**config.mk**
```make
export PLATFORM = sky130hd
export DESIGN_NAME = wb_spi_core_flat
export DESIGN_NICKNAME = d
export VERILOG_FILES = /design/src/rtl/wb_spi_core_pkg.sv /design/src/rtl/wb_spi_core_if.sv /design/src/rtl/wb_spi_core_clgen.sv /design/src/rtl/wb_spi_core.sv /design/src/flat_wrapper.sv
export SDC_FILE = /design/constraint.sdc
export NUM_CORES = 1
export LEC_CHECK = 0
export ABC_AREA = 1
export BUFFER_PORTS_ARGS = -buffer_cell sky130_fd_sc_hd__buf_4
export CAP_MARGIN = 10
export CORE_UTILIZATION = 40
export DETAILED_ROUTE_END_ITERATION = 10
export PLACE_DENSITY = 0.66
export SLEW_MARGIN = 0
export SYNTH_ARGS = -nofsm -noshare
export SYNTH_HDL_FRONTEND = slang
export SYNTH_SLANG_ARGS = --single-unit
```
**constraint.sdc**
```tcl
create_clock -name CLK_48 -period 14.3 [get_ports CLK_48]
set_clock_uncertainty 0.05 [all_clocks]
set_input_delay 0.715 -clock CLK_48 [delete_from_list [all_inputs] [get_ports CLK_48]]
set_output_delay 0.715 -clock CLK_48 [all_outputs]
set_load 0.1 [all_outputs]
```
**src/rtl/wb_spi_core_pkg.sv**
```systemverilog
// wb_spi_core_pkg: register map, CTRL field positions, FSM encoding, length helper.
// Latency: n/a (declarations only).
// Backpressure: n/a.
package wb_spi_core_pkg;

  // Byte offsets of the decoded registers
  localparam logic [4:0] ADR_DATA = 5'h00;
  localparam logic [4:0] ADR_CTRL = 5'h10;
  localparam logic [4:0] ADR_DIV  = 5'h14;
  localparam logic [4:0] ADR_SS   = 5'h18;

  // CTRL bit positions; CHAR_LEN occupies [6:0]
  localparam int CTRL_GO     = 8;
  localparam int CTRL_RX_NEG = 9;
  localparam int CTRL_TX_NEG = 10;
  localparam int CTRL_LSB    = 11;
  localparam int CTRL_IE     = 12;
  localparam int CTRL_ASS    = 13;

  localparam int MAX_CHAR_LEN = 32;

  typedef enum logic [1:0] {
    ST_IDLE  = 2'd0,
    ST_LOAD  = 2'd1,
    ST_SHIFT = 2'd2,
    ST_DONE  = 2'd3
  } spi_state_e;

  // Effective character length: 0 and anything above the maximum mean a full word
  function automatic logic [5:0] eff_len(input logic [6:0] char_len);
    logic [5:0] len;
    len = char_len[5:0];
    if (char_len == 7'd0 || char_len > 7'(MAX_CHAR_LEN)) len = 6'(MAX_CHAR_LEN);
    return len;
  endfunction

endpackage

```
**src/rtl/wb_spi_core_if.sv**
```systemverilog
// wb_spi_core_if: Wishbone slave bus plus the transfer-done interrupt line.
// Latency: n/a (wiring only).
// Backpressure: master holds cyc/stb until ack or err returns.
interface wb_spi_core_if;
  logic [4:0]  wb_adr;
  logic [31:0] wb_di;
  logic [31:0] wb_do;
  logic [3:0]  wb_sel;
  logic        wb_we;
  logic        wb_stb;
  logic        wb_cyc;
  logic        wb_ack;
  logic        wb_err;
  logic        wb_int;

  modport master (
    output wb_adr, wb_di, wb_sel, wb_we, wb_stb, wb_cyc,
    input  wb_do, wb_ack, wb_err, wb_int
  );

  modport slave (
    input  wb_adr, wb_di, wb_sel, wb_we, wb_stb, wb_cyc,
    output wb_do, wb_ack, wb_err, wb_int
  );
endinterface

```
**src/rtl/wb_spi_core_clgen.sv**
```systemverilog
// spi_clgen: divides the core clock into sclk, period 2*(div+1), with edge strobes.
// Latency: strobes are high in the cycle whose closing edge toggles sclk.
// Backpressure: none; disabling forces sclk low and reloads the divider.
module spi_clgen (
  input  logic        clk_i,
  input  logic        rst_i,
  input  logic        en_i,
  input  logic [15:0] div_i,
  output logic        sclk_o,
  output logic        pos_o,
  output logic        neg_o
);

  logic [15:0] cnt_q, cnt_d;
  logic        sclk_q, sclk_d;
  logic        tick;

  assign tick = en_i && (cnt_q == 16'd0);

  // Divider countdown: reload and toggle sclk on terminal count, park low when disabled
  always_comb begin
    cnt_d  = cnt_q;
    sclk_d = sclk_q;
    if (!en_i) begin
      cnt_d  = div_i;
      sclk_d = 1'b0;
    end else if (tick) begin
      cnt_d  = div_i;
      sclk_d = ~sclk_q;
    end else begin
      cnt_d = cnt_q - 16'd1;
    end
  end

  // Divider state registers
  always_ff @(posedge clk_i or posedge rst_i) begin
    if (rst_i) begin
      cnt_q  <= 16'd0;
      sclk_q <= 1'b0;
    end else begin
      cnt_q  <= cnt_d;
      sclk_q <= sclk_d;
    end
  end

  assign sclk_o = sclk_q;
  assign pos_o  = tick & ~sclk_q;
  assign neg_o  = tick & sclk_q;

endmodule

```
**src/rtl/wb_spi_core.sv**
```systemverilog
// wb_spi_core: Wishbone-programmed SPI master, 1..32-bit characters, 8 slave selects.
// Latency: ack/err one cycle after a fresh cyc&stb; transfer = 3 + 2*N*(DIVIDER+1) cycles.
// Backpressure: accesses never stall; DATA/CTRL/DIVIDER writes while busy are acked and dropped.
module wb_spi_core
  import wb_spi_core_pkg::*;
(
  input  logic         CLK_48,
  input  logic         rst,
  wb_spi_core_if.slave wb,
  output logic         sclk,
  output logic         mosi,
  input  logic         miso,
  output logic [7:0]   ss_n
);

  // Programmable registers
  logic [31:0] tx_q, tx_d;
  logic [31:0] rx_q, rx_d;
  logic [13:0] ctrl_q, ctrl_d;
  logic [15:0] div_q, div_d;
  logic [7:0]  ss_q, ss_d;

  // Bus-side state
  logic        ack_q, err_q, int_q, int_d;
  logic [31:0] do_q, do_d;

  // Transfer engine
  spi_state_e  state_q, state_d;
  logic [5:0]  cnt_q, cnt_d;
  logic [4:0]  idx_q, idx_d;
  logic        mosi_q, mosi_d;

  logic        busy, req, hit, acc, wr;
  logic [31:0] rd_dat;
  logic [5:0]  len;
  logic [4:0]  len_m1;
  logic        clk_en, sck, sck_pos, sck_neg;
  logic        fsm_load, fsm_done;
  logic        tx_edge, rx_edge, tx_adv;
  logic [4:0]  idx_sel, tx_pos;
  logic [31:0] rx_shr;

  assign busy   = ctrl_q[CTRL_GO];
  assign len    = eff_len(ctrl_q[6:0]);
  assign len_m1 = 5'(len - 6'd1);

  // A new request is only taken when no termination is showing this cycle
  assign req = wb.wb_cyc & wb.wb_stb & ~ack_q & ~err_q;
  assign hit = (wb.wb_adr == ADR_DATA) || (wb.wb_adr == ADR_CTRL) ||
               (wb.wb_adr == ADR_DIV)  || (wb.wb_adr == ADR_SS);
  assign acc = req & hit;
  assign wr  = acc & wb.wb_we;

  // Read mux; DATA reads return the receive register
  always_comb begin
    rd_dat = 32'd0;
    case (wb.wb_adr)
      ADR_DATA: rd_dat = rx_q;
      ADR_CTRL: rd_dat = {18'd0, ctrl_q};
      ADR_DIV:  rd_dat = {16'd0, div_q};
      ADR_SS:   rd_dat = {24'd0, ss_q};
      default:  rd_dat = 32'd0;
    endcase
  end

  // Register writes with byte enables; SS is the only register writable while busy
  always_comb begin
    tx_d   = tx_q;
    ctrl_d = ctrl_q;
    div_d  = div_q;
    ss_d   = ss_q;
    if (wr && !busy && wb.wb_adr == ADR_DATA) begin
      for (int b = 0; b < 4; b++) begin
        if (wb.wb_sel[b]) tx_d[8*b +: 8] = wb.wb_di[8*b +: 8];
      end
    end
    if (wr && !busy && wb.wb_adr == ADR_CTRL) begin
      if (wb.wb_sel[0]) ctrl_d[6:0]  = wb.wb_di[6:0];
      if (wb.wb_sel[1]) ctrl_d[13:8] = wb.wb_di[13:8];
    end
    if (wr && !busy && wb.wb_adr == ADR_DIV) begin
      if (wb.wb_sel[0]) div_d[7:0]  = wb.wb_di[7:0];
      if (wb.wb_sel[1]) div_d[15:8] = wb.wb_di[15:8];
    end
    if (wr && wb.wb_adr == ADR_SS && wb.wb_sel[0]) ss_d = wb.wb_di[7:0];
    if (fsm_done) ctrl_d[CTRL_GO] = 1'b0;
  end

  // Read data and interrupt; a finishing transfer wins over a same-cycle clear
  always_comb begin
    do_d = 32'd0;
    if (acc && !wb.wb_we) do_d = rd_dat;
    int_d = int_q;
    if (acc) int_d = 1'b0;
    if (fsm_done && ctrl_q[CTRL_IE]) int_d = 1'b1;
  end

  assign clk_en = (state_q == ST_SHIFT);

  // Transfer FSM next state and one-cycle LOAD/DONE actions
  always_comb begin
    state_d  = state_q;
    fsm_load = 1'b0;
    fsm_done = 1'b0;
    case (state_q)
      ST_IDLE:  if (busy) state_d = ST_LOAD;
      ST_LOAD: begin
        fsm_load = 1'b1;
        state_d  = ST_SHIFT;
      end
      ST_SHIFT: if (sck_neg && cnt_q == 6'd1) state_d = ST_DONE;
      ST_DONE: begin
        fsm_done = 1'b1;
        state_d  = ST_IDLE;
      end
      default:  state_d = ST_IDLE;
    endcase
  end

  assign tx_edge = ctrl_q[CTRL_TX_NEG] ? sck_neg : sck_pos;
  assign rx_edge = ctrl_q[CTRL_RX_NEG] ? sck_neg : sck_pos;
  // Bit 0 goes out in LOAD, so a rising-edge launch skips the first rising edge;
  // a falling-edge launch stops once the last bit is on the wire
  assign tx_adv  = ctrl_q[CTRL_TX_NEG] ? (idx_q != len_m1) : (cnt_q != len);
  assign idx_sel = fsm_load ? 5'd0 : idx_q + 5'd1;
  assign tx_pos  = ctrl_q[CTRL_LSB] ? idx_sel : len_m1 - idx_sel;

  // LSB-first receive enters at the top of the character and walks down
  always_comb begin
    rx_shr         = rx_q >> 1;
    rx_shr[len_m1] = miso;
  end

  // Shift datapath: period counter, launch index, mosi and receive register
  always_comb begin
    cnt_d  = cnt_q;
    idx_d  = idx_q;
    mosi_d = mosi_q;
    rx_d   = rx_q;
    if (fsm_load) begin
      cnt_d  = len;
      idx_d  = 5'd0;
      mosi_d = tx_q[tx_pos];
      rx_d   = 32'd0;
    end else if (state_q == ST_SHIFT) begin
      if (sck_neg) cnt_d = cnt_q - 6'd1;
      if (tx_edge && tx_adv) begin
        idx_d  = idx_sel;
        mosi_d = tx_q[tx_pos];
      end
      if (rx_edge) rx_d = ctrl_q[CTRL_LSB] ? rx_shr : {rx_q[30:0], miso};
    end else begin
      mosi_d = 1'b0;
    end
  end

  // Register file and shift datapath state
  always_ff @(posedge CLK_48 or posedge rst) begin
    if (rst) begin
      tx_q   <= 32'd0;
      rx_q   <= 32'd0;
      ctrl_q <= 14'd0;
      div_q  <= 16'd0;
      ss_q   <= 8'd0;
      cnt_q  <= 6'd0;
      idx_q  <= 5'd0;
      mosi_q <= 1'b0;
    end else begin
      tx_q   <= tx_d;
      rx_q   <= rx_d;
      ctrl_q <= ctrl_d;
      div_q  <= div_d;
      ss_q   <= ss_d;
      cnt_q  <= cnt_d;
      idx_q  <= idx_d;
      mosi_q <= mosi_d;
    end
  end

  // FSM state register
  always_ff @(posedge CLK_48 or posedge rst) begin
    if (rst) state_q <= ST_IDLE;
    else     state_q <= state_d;
  end

  // Bus terminations, read data and interrupt
  always_ff @(posedge CLK_48 or posedge rst) begin
    if (rst) begin
      ack_q <= 1'b0;
      err_q <= 1'b0;
      do_q  <= 32'd0;
      int_q <= 1'b0;
    end else begin
      ack_q <= acc;
      err_q <= req & ~hit;
      do_q  <= do_d;
      int_q <= int_d;
    end
  end

  spi_clgen u_clgen (
    .clk_i  (CLK_48),
    .rst_i  (rst),
    .en_i   (clk_en),
    .div_i  (div_q),
    .sclk_o (sck),
    .pos_o  (sck_pos),
    .neg_o  (sck_neg)
  );

  assign sclk      = sck;
  assign mosi      = mosi_q;
  assign ss_n      = ~(ss_q & (ctrl_q[CTRL_ASS] ? {8{busy}} : 8'hFF));
  assign wb.wb_ack = ack_q;
  assign wb.wb_err = err_q;
  assign wb.wb_do  = do_q;
  assign wb.wb_int = int_q;

endmodule

```
**src/flat_wrapper.sv**
```systemverilog
// flat-port wrapper written by rule: the top's interface ports become plain ports
module wb_spi_core_flat import wb_spi_core_pkg::*;
  (CLK_48, rst, sclk, mosi, miso, ss_n, wb_wb_adr, wb_wb_di, wb_wb_sel, wb_wb_we, wb_wb_stb, wb_wb_cyc, wb_wb_do, wb_wb_ack, wb_wb_err, wb_wb_int);
  wb_spi_core_if wb_i ();
  input  logic CLK_48;
  input  logic rst;
  output logic sclk;
  output logic mosi;
  input  logic miso;
  output logic [7:0] ss_n;
  input wire logic [$bits(wb_i.wb_adr)-1:0] wb_wb_adr;
  input wire logic [$bits(wb_i.wb_di)-1:0] wb_wb_di;
  input wire logic [$bits(wb_i.wb_sel)-1:0] wb_wb_sel;
  input wire logic [$bits(wb_i.wb_we)-1:0] wb_wb_we;
  input wire logic [$bits(wb_i.wb_stb)-1:0] wb_wb_stb;
  input wire logic [$bits(wb_i.wb_cyc)-1:0] wb_wb_cyc;
  output wire logic [$bits(wb_i.wb_do)-1:0] wb_wb_do;
  output wire logic [$bits(wb_i.wb_ack)-1:0] wb_wb_ack;
  output wire logic [$bits(wb_i.wb_err)-1:0] wb_wb_err;
  output wire logic [$bits(wb_i.wb_int)-1:0] wb_wb_int;
  assign wb_i.wb_adr = wb_wb_adr;
  assign wb_i.wb_di = wb_wb_di;
  assign wb_i.wb_sel = wb_wb_sel;
  assign wb_i.wb_we = wb_wb_we;
  assign wb_i.wb_stb = wb_wb_stb;
  assign wb_i.wb_cyc = wb_wb_cyc;
  assign wb_wb_do = wb_i.wb_do;
  assign wb_wb_ack = wb_i.wb_ack;
  assign wb_wb_err = wb_i.wb_err;
  assign wb_wb_int = wb_i.wb_int;
  wb_spi_core u_core (.CLK_48(CLK_48), .rst(rst), .wb(wb_i), .sclk(sclk), .mosi(mosi), .miso(miso), .ss_n(ss_n));
endmodule
```
-- After elaboration in Yosys (flattened, before gate mapping)
Index checks and enable logic that the tools add are counted.
- register bits: 167
- bits in latches: 0
- memory bits (writable): 0
- bits in read-only memories: 0
- word-level logic and storage cells: 140
- memories kept: 0
- add/subtract/negate cells: 5
- $mul: 0
- divide/modulo/power cells: 0
- magnitude comparators: 4
- eq/ne operators: 13
- shift operators: 0
- muxes and demuxes: 41
- bitwise operators: 14
- reductions and logical operators: 42
- operators with widths (cell ; number):
    two-way mux 32 bit ; 5
    one-hot mux 32 bit (4 select lines) ; 1
    bitwise mux 32 bit ; 1
    two-way mux 16 bit ; 2
    AND reduction 2 bit ; 13
    two-way mux 5 bit ; 5
    two-way mux 6 bit ; 4
    two-way mux 1 bit ; 17
    zero test 16 bit ; 1
    subtractor 16 x 1 -> 16 bit (second input constant) ; 1
    == test 5 bit (second input constant) ; 3
    nonzero test 2 bit ; 7
    logical AND 1 bit ; 12
    < comparator 5 x 6 -> 1 bit (second input constant) ; 2
    bitwise AND 1 bit ; 8
    bitwise AND 8 bit ; 1
    two-way mux 8 bit ; 1
    NOT 8 bit ; 1
    one-hot mux 2 bit (4 select lines) ; 1
    greater-than comparator 7 x 6 -> 1 bit (second input constant) ; 1
    zero test 7 bit ; 1
    == test 6 x 1 -> 1 bit (second input constant) ; 1
    != test 2 x 1 -> 1 bit (second input constant) ; 3
    != test 6 bit ; 1
    17 further kinds ; 26

-- Depth between registers and ports, before layout
Gate-level depths: netlist (run 1).
- word-level depth: 13
- gate-level depth with buffers: 23

-- By module
A second synthesis (run 1) with hierarchy kept.
- cells, all modules: 1221
- area, all modules: 9506.6 µm²
- by module, submodules not included (module ; instances ; cells each ; area an instance (µm²) ; sequential area each (µm²)):
    wb_spi_core ; 1 ; 1058 ; 8389.3 ; 3753.6
    spi_clgen ; 1 ; 163 ; 1117.3 ; 425.4

-- Worst setup path after synthesis (run 1)
Ideal clock, no wire load.
- path kind: register to register
- start: reg u_core.ctrl_q[2]
- end: reg u_core.mosi_q, in the netlist u_core.mosi
- arrival: 3046 ps
- data required time: 14129 ps
- slack: 11083 ps
- cell stages (with the launch flop): 22
- path buffers: 1
- period minus slack after synthesis: 3217 ps
- cell sequence: dfrtp_1 > inv_2 > nand2_1 > nor2_1 > nand2_1 > nand2_2 > buf_6 > nand2_1 > ha_1 > inv_1 > nand3_1 > nand2_2 > ha_1 > xor2_1 > o21ai_0 > inv_1 > nand3_1 > nand3_1 > nand2_1 > nand2_1 > nand3_1 > nand2_1
- cells in the longest elaborated chain, start to end: 11
- RTL lines (item ; RTL line ; source):
    start, declared ; wb_spi_core.sv:19 ; logic [13:0] ctrl_q, ctrl_d;
    start signal, assigned ; wb_spi_core.sv:171 ; ctrl_q <= ctrl_d;
    greater-than comparator 7 x 6 -> 1 bit or zero test 7 bit (tied branches) ; wb_spi_core_pkg.sv:33 ; if (char_len == 7'd0 || char_len > 7'(MAX_CHAR_LEN)) len = 6'(MAX_CHAR_LEN);
    logical OR 1 bit ; wb_spi_core_pkg.sv:33 ;
    two-way mux 6 bit (*) ; wb_spi_core_pkg.sv:33 ;
    subtractor 5 x 1 -> 5 bit ; wb_spi_core.sv:45 ; assign len_m1 = 5'(len - 6'd1);
    subtractor 5 bit ; wb_spi_core.sv:126 ; assign tx_pos = ctrl_q[CTRL_LSB] ? idx_sel : len_m1 - idx_sel;
    two-way mux 5 bit ; wb_spi_core.sv:126 ;
    binary-select mux 1 bit (select 5 bit) ; wb_spi_core.sv:143, wb_spi_core.sv:149 ;
    two-way mux 1 bit (implied by the code) ; wb_spi_core.sv:143, wb_spi_core.sv:149 ;
    two-way mux 1 bit ; wb_spi_core.sv:147 ; if (tx_edge && tx_adv) begin
    two-way mux 1 bit ; wb_spi_core.sv:145 ; end else if (state_q == ST_SHIFT) begin
    two-way mux 1 bit ; wb_spi_core.sv:140 ; if (fsm_load) begin
    end signal, assigned ; wb_spi_core.sv:176 ; mosi_q <= mosi_d;
    end, declared ; wb_spi_core.sv:31 ; logic mosi_q, mosi_d;
Every way passes the cells marked *; elsewhere a longest branch is shown, timed or not. The select of a mux whose other input is x is not followed.
A chain may end at the register's enable or synchronous reset.

-- Final worst setup path (run 1)
Ends and elaborated chain as after synthesis.

==> run metrics, run 1 <==
die footprint 22600 sq um; 1st-pass router iterations 6; Crit Path Class reg -> reg; port buffer count between 90 and 100; Mean Syn Cell Area 7.93 sq um; Fin. Hold Viols 0; most used cell, CP nand2_1; H-Tree Depth 4; synth-to-layout area growth 17.0%; Seq cells post-synth 167; Worst R2R End u_core.mosi$_DFFE_PP0P_; Final Cell Area 10300 sq um; crit path max fanout 13; Total Routing Usage GR about 22%; Total Negative Setup Slacks 0 ns; dpl cell area ~9700 sq um; clock slew at reported path FFs 0.06 ns; Max Slew Vio Count 0; Largest delay share family, worst path simple AND/OR/NAND/NOR gates; CORE AREA between 20000 and 25000 sq um; Period minus WS final around 4.0 ns; global-route wire length before repair 39.0 mm; Post-Synth Adder-Cell Area between 2 and 3%; syn nets between 1000 and 1500; crit path to u_core.mosi$_DFFE_PP0P_; Via-to-Cell Ratio 5.34; FFs w/ async S/R, synth 100%; vias in the first global route 7394; Setup crit end kind flip-flop; DRT antenna net count 0; CTS tree yes; post-synth top area cell dfrtp_1; CTS Buf Count 17; layout cells sized above 1 14.1%; worst min-delay path class in -> async; Cells after Synth 1108; clk sink count 167; crit path cell chain inv_2 > nand2_1 > nor2_1 > nand2_1 > nand2_2 > nand2_1 > ha_1 > inv_1 > nand3_1 > nand2_2 > ha_1 > xor2_1 > o21ai_0 > inv_1 > nand3_1 > nand3_1 > nand2_1 > nand2_1 > nand3_1 > nand2_1; post-CTS setup buffers 0; Least-Margin Pin Slew 1.16 ns; r2r setup slk around 10 ns; Routed Wire Length 24.1 mm; commonest non-fill, non-tap cells in the layout nand2_1, dfrtp_1, o21ai_0; leakage roughly 0.0051 uW; Tcrit/Tclk final 28.0%; Peak VDD IR 76.9 uV; complex-gate fraction of the synthesized area 12.9%; initial antenna violation count 0; crit path DAT 4.28 ns; slowest stage cell, crit path o21ai_0; YS warnings 0; first-iteration detailed-routing DRC count 604; ratio of total power to cell area approximately 95 nW/um^2; RSZ-0062 raised after global routing false; Worst R2R Path Depth 20; CP Launch Type flip-flop; Cell variety after synth 42; DRC viols 0; Fmax ~250 MHz; Vias 7872; Cell Rows 53; # nets final 1251; post-synthesis simple-gate area fraction between 20% and 30%; Top FF cell, synth dfrtp_1; main combinational cell family by area after synthesis simple AND/OR/NAND/NOR gates; Die W 150 um; largest net degree at the start of global routing about 100; GP Congestion 0.872; Stages on worst setup path 20; Routed wire per std cell about 16 um; status completed; CTS Buffer Depth 2; Fillers 2044; relative slew slack about 22%; Initial Util 41.3%; Post-DP HPWL 17.4 mm; boundary pin count 92; Synth area leaders dfrtp_1, nand2_1, o21ai_0; CTS resizes 0; EDFF count, synth 0; Hold-fix buffers, CTS 0; Chip Height 150 um; Worst EP required 14.57 ns; Clock Tree Root clkbuf_16; post-synth top area share 47.6%; sequential area share after synthesis 47.6%; setup violators final 0; post-synthesis cell area between 8000 and 9000 sq um; mux contribution to synthesized area 2.05%; CP max stage delay roughly 0.5 ns; buffers and inverters on the worst path 3; Crit. Startpoint u_core.ctrl_q[2]$_DFFE_PP0P_; Skew-Pair Late Insertion Delay between 0.4 and 0.5 ns; most common cell after layout, fill and taps aside nand2_1; worst reg2reg path startpoint u_core.ctrl_q[2]$_DFFE_PP0P_; post-synthesis xor/xnor area fraction 1.97%; Overflow after GRT 0; Max Cap Viol 0
==> synthesized netlist by cell type (3+ instances only) <==
library cell    n
xor2_1          9
o21ai_1        12
clkbuf_1       21
buf_2           8
a31oi_1        11
inv_2           3
o21ai_0       121
nand4_1        13
nor3_1         28
nand2_1       302
dfrtp_1       167
o211ai_1       12
a21oi_1        29
ha_1           17
inv_1         112
o22ai_1        10
nor2_1         61
nand3_1        99
mux2_2         16
nor2_2          4
nand2_2        11
buf_6           3
xnor2_1         7
clkinv_1        3
a41oi_1         5
==> report_power, final <==
group	switching [uW]	internal, uW
combinational	28.7	13.4
clock	192	268
sequential	3.18	476
total	224	757
==> registers in the layout, summed over array words and instances (netlist names), 2 cells and up <==
name,count
u_core.u_clgen.cnt_q,16
u_core.cnt_q,6
u_core.wb.wb_do,32
u_core.div_q,16
u_core.ctrl_q,13
u_core.ss_q,8
u_core.idx_q,5
u_core.state_q,2
u_core.tx_q,32
u_core.rx_q,32
==> cell families (layout without fill, tap and decap cells) <==
logic type                 after synthesis  in the layout
and+or+nand+nor                        528            528
AOI/OAI and AO/OA                      207            207
other                                    0              1
muxes                                   16             16
buffers and inverters                  154            244
adders and majority gates               18             18
xor gates and xnor gates                18             18
DFF                                    167            167
==> area by class of cell <==
cell class / instances / area, sq um / area share (%)
sequential: 167 / 4180 / 40.7
multi-input combinational: 787 / 3990 / 38.8
timing repair buffer: 95 / 733 / 7.14
clock buffer: 22 / 464 / 4.52
inverter: 118 / 448 / 4.36
tap: 275 / 344 / 3.35
clock inverter: 9 / 119 / 1.16
antenna: 1 / 2.50 / 0.0244
==> stage by stage <==
stage	worst slack, ns	cells	hold slack [ns]	power, uW	utilization (%)
global placement	10.57	1441	0.412	530	45.4
global route	9.85	1473	0.448	1010	48.3
floorplan	9.02	1108	0.392	509	-
finish	10.29	1474	0.415	981	48.3
detailed placement	10.36	1441	0.413	530	45.4
CTS	10.33	1472	0.428	988	48.1
==> worst min path at each step <==
| stage | startpoint | to | slack (ns) | depth (start not counted) |
|---|---|---|---|---|
| 6_report | rst | u_core.u_clgen.cnt_q[3]$_DFF_PP0_ | 0.41 | 2 |
| 5_1_grt | wb_wb_di[19] | u_core.tx_q[19]$_DFFE_PP0P_ | 0.45 | 2 |
| 4_1_cts | u_core.idx_q[4]$_DFFE_PP0P_ | u_core.idx_q[4]$_DFFE_PP0P_ | 0.43 | 2 |
| 3_5_place_dp | u_core.idx_q[4]$_DFFE_PP0P_ | u_core.idx_q[4]$_DFFE_PP0P_ | 0.41 | 2 |
| 3_3_place_gp | u_core.idx_q[4]$_DFFE_PP0P_ | u_core.idx_q[4]$_DFFE_PP0P_ | 0.41 | 2 |
| 2_1_floorplan | u_core.idx_q[4]$_DFFE_PP0P_ | u_core.idx_q[4]$_DFFE_PP0P_ | 0.39 | 2 |
==> layer usage <==
metal	GRT usage (%)	share of wire, %	vias to the layer above
met2	34.8	45	256
met3	3.58	5.3	33
li1	-	-	3820
met4	8.13	1.9	0
met5	0	0	-
met1	31.7	47	3763
Power figures use the tool's default switching activity.
==> inputs of run 2 (changes only) <==
PLACE_DENSITY = 0.68   (was 0.66)
clock period = 3.3 ns   (was 14.3 ns; I/O delays follow)
==> run 2 against run 1 <==
Against the previous run:
- die area unchanged
- routed wire length increased by 1.9%
- via count increased by 2.7%
- global-route usage increased by 0.82 points
- register-to-register slack got worse by 10 ns
- final cell count increased by 2.8%
- utilization increased by 2.1 points
- largest cell class unchanged
==> run metrics, run 2 (synthesis results as in run 1) <==
dpl cell area 9830 sq um (+1.8%); commonest non-fill, non-tap cells in the layout nand2_1, dfrtp_1, o21ai_0; global-route wire length before repair 40.1 mm (+3.0%); Die W 150 um (unchanged); Overflow after GRT 0 (unchanged); Fillers 2047 (+0.15%); boundary pin count 92 (unchanged); CTS Buffer Depth 2 (unchanged); CTS tree yes; post-route core utilization 50.3% (+2.1 points); initial antenna violation count 0 (unchanged); worst min-delay path class in -> reg; Clock Tree Root clkbuf_16; Cell Rows 53 (unchanged); port buffer count 91 (unchanged); Via-to-Cell Ratio 5.34 (about the same); Setup crit end kind flip-flop; Peak VDD IR 360 uV (+370%); setup ws final 0.281 ns (-10.01 ns); Final Cell Area 10700 sq um (+4.3%); Total Negative Setup Slacks 0 ns (unchanged); Tcrit/Tclk final 91.5% (+63 points); synth-to-layout area growth 22.0%; 1st-pass router iterations 6 (unchanged); vias in the first global route 7690 (+4.0%); Fmax 331 MHz (+33%); Worst EP required 3.54 ns (-11.03 ns); DRT antenna net count 0 (unchanged); leakage 0.00528 uW (+4.4%); CP Launch Type flip-flop; relative slew slack 42.8% (+21 points); Routed Wire Length 24.6 mm (+1.9%); crit path DAT 3.26 ns (-1.02 ns); status completed; DRC viols 0 (unchanged); layout cells sized above 1 16.0% (+1.9 points); Tot Pwr 4350 uW (+340%); # nets final 1292 (+3.3%); clock slew at reported path FFs 0.07 ns (about the same); Max Slew Vio Count 0 (unchanged); Routed wire per std cell 16.2 um (-0.87%); Skew-Pair Late Insertion Delay 0.44 ns (about the same); largest net degree at the start of global routing 50 (-51%); CTS Buf Count 17 (unchanged); Fin. Hold Viols 0 (unchanged); setup violators final 0 (unchanged); H-Tree Depth 4 (unchanged); most common cell after layout, fill and taps aside nand2_1; Post-DP HPWL 17.8 mm (+2.4%); CORE AREA 21300 sq um (unchanged); die footprint 22600 sq um (unchanged); first-iteration detailed-routing DRC count 623 (+3.1%); Antenna Cells 0 (-1); Chip Height 150 um (unchanged); Place WS 0.00589 ns (-10.36 ns); GP Congestion 0.935 (+7.2%); clk sink count 167 (unchanged); crit path max fanout 7 (-6); Total Routing Usage GR 23.3% (+0.82 points); Period minus WS final 3.02 ns (-0.989 ns); Initial Util 41.3% (unchanged); Max Cap Viol 0 (unchanged); Crit Path Class reg -> reg; ratio of total power to cell area 406 nW/um^2 (+330%); Least-Margin Pin Slew 0.856 ns (-0.306 ns); Vias 8088 (+2.7%)
[run 2: cell count changes in the layout (fill, tap and decap cells not counted), sizes merged]
cell and change:
diode -1, dlygate4sd3 +24, clkinv +2, clkbuf -1, inv +1, clkinvlp -1, buf +17
[run 2: where the power goes]
part	switching [uW]	internal (uW)
combinational	128	83.3
sequential	13.7	2060
clock	874	1190
total	1020	3330
[run 2: path summary, 6_finish.rpt]
check                                        startpoint  cells after the start                           endpoint  slack (ns)
min reg2reg                 u_core.idx_q[4]$_DFFE_PP0P_                      2        u_core.idx_q[4]$_DFFE_PP0P_        0.43
min                                        wb_wb_di[13]                      3      u_core.ctrl_q[13]$_DFFE_PP0P_       0.004
max in group asynchronous                           rst                      4      u_core.wb.wb_do[20]$_DFF_PP0_        2.09
max                        u_core.ctrl_q[3]$_DFFE_PP0P_                     17        u_core.rx_q[26]$_DFFE_PP0P_        0.28
max reg2reg                u_core.ctrl_q[3]$_DFFE_PP0P_                     17        u_core.rx_q[26]$_DFFE_PP0P_        0.28
min in group asynchronous                           rst                      3  u_core.u_clgen.cnt_q[0]$_DFF_PP0_        0.40
[run 2: area by class of cell]
cell class | count | area (sq um) | share of cell area [%]
clock inverter | 11 | 135 | 1.26
tap | 275 | 344 | 3.21
timing repair buffer | 136 | 1120 | 10.4
inverter | 118 | 452 | 4.21
clock buffer | 21 | 470 | 4.39
sequential | 167 | 4180 | 39.0
multi-input combinational | 787 | 4020 | 37.5
[run 2: repair_timing]
action	CTS	global route
endpoints found under the hold margin	64	0
setup endpoints to repair	1	8
cloned	0	0
buffers inserted	0	0
resized for setup	1	15
hold buffers	24	0
[run 2: routing by layer]
layer	up-vias	global-route usage [%]	wire [um]	share of wire (%)
li1	3889	-	-	-
met1	3857	31.4	11000	45
met2	301	37.6	11500	47
met3	41	3.42	1400	5.7
met4	0	9.34	637	2.6
met5	-	0	0	0
[run 2: worst max-delay path, cell delays in order, from the launching register on]
cell     delay [ns]
dfrtp_2        0.45
inv_1          0.08
nand2_1        0.08
nor2_2         0.13
nand2_1        0.10
nand2_4        0.13
nand2_2        0.09
ha_2           0.23
buf_4          0.17
nand2_2        0.11
xor2_2         0.37
nand2_1        0.21
inv_1          0.11
nand2_1        0.10
o21ai_0        0.18
nand3_1        0.10
nand2_1        0.09
o21ai_0        0.09
[run 2: metrics by stage]
stage,instances,hold WS [ns]
2_1_floorplan,1108,0.236
3_3_place_gp,1459,0.331
3_5_place_dp,1459,0.337
4_1_cts,1515,0.00773
5_1_grt,1515,0.0379
6_report,1515,0.00430
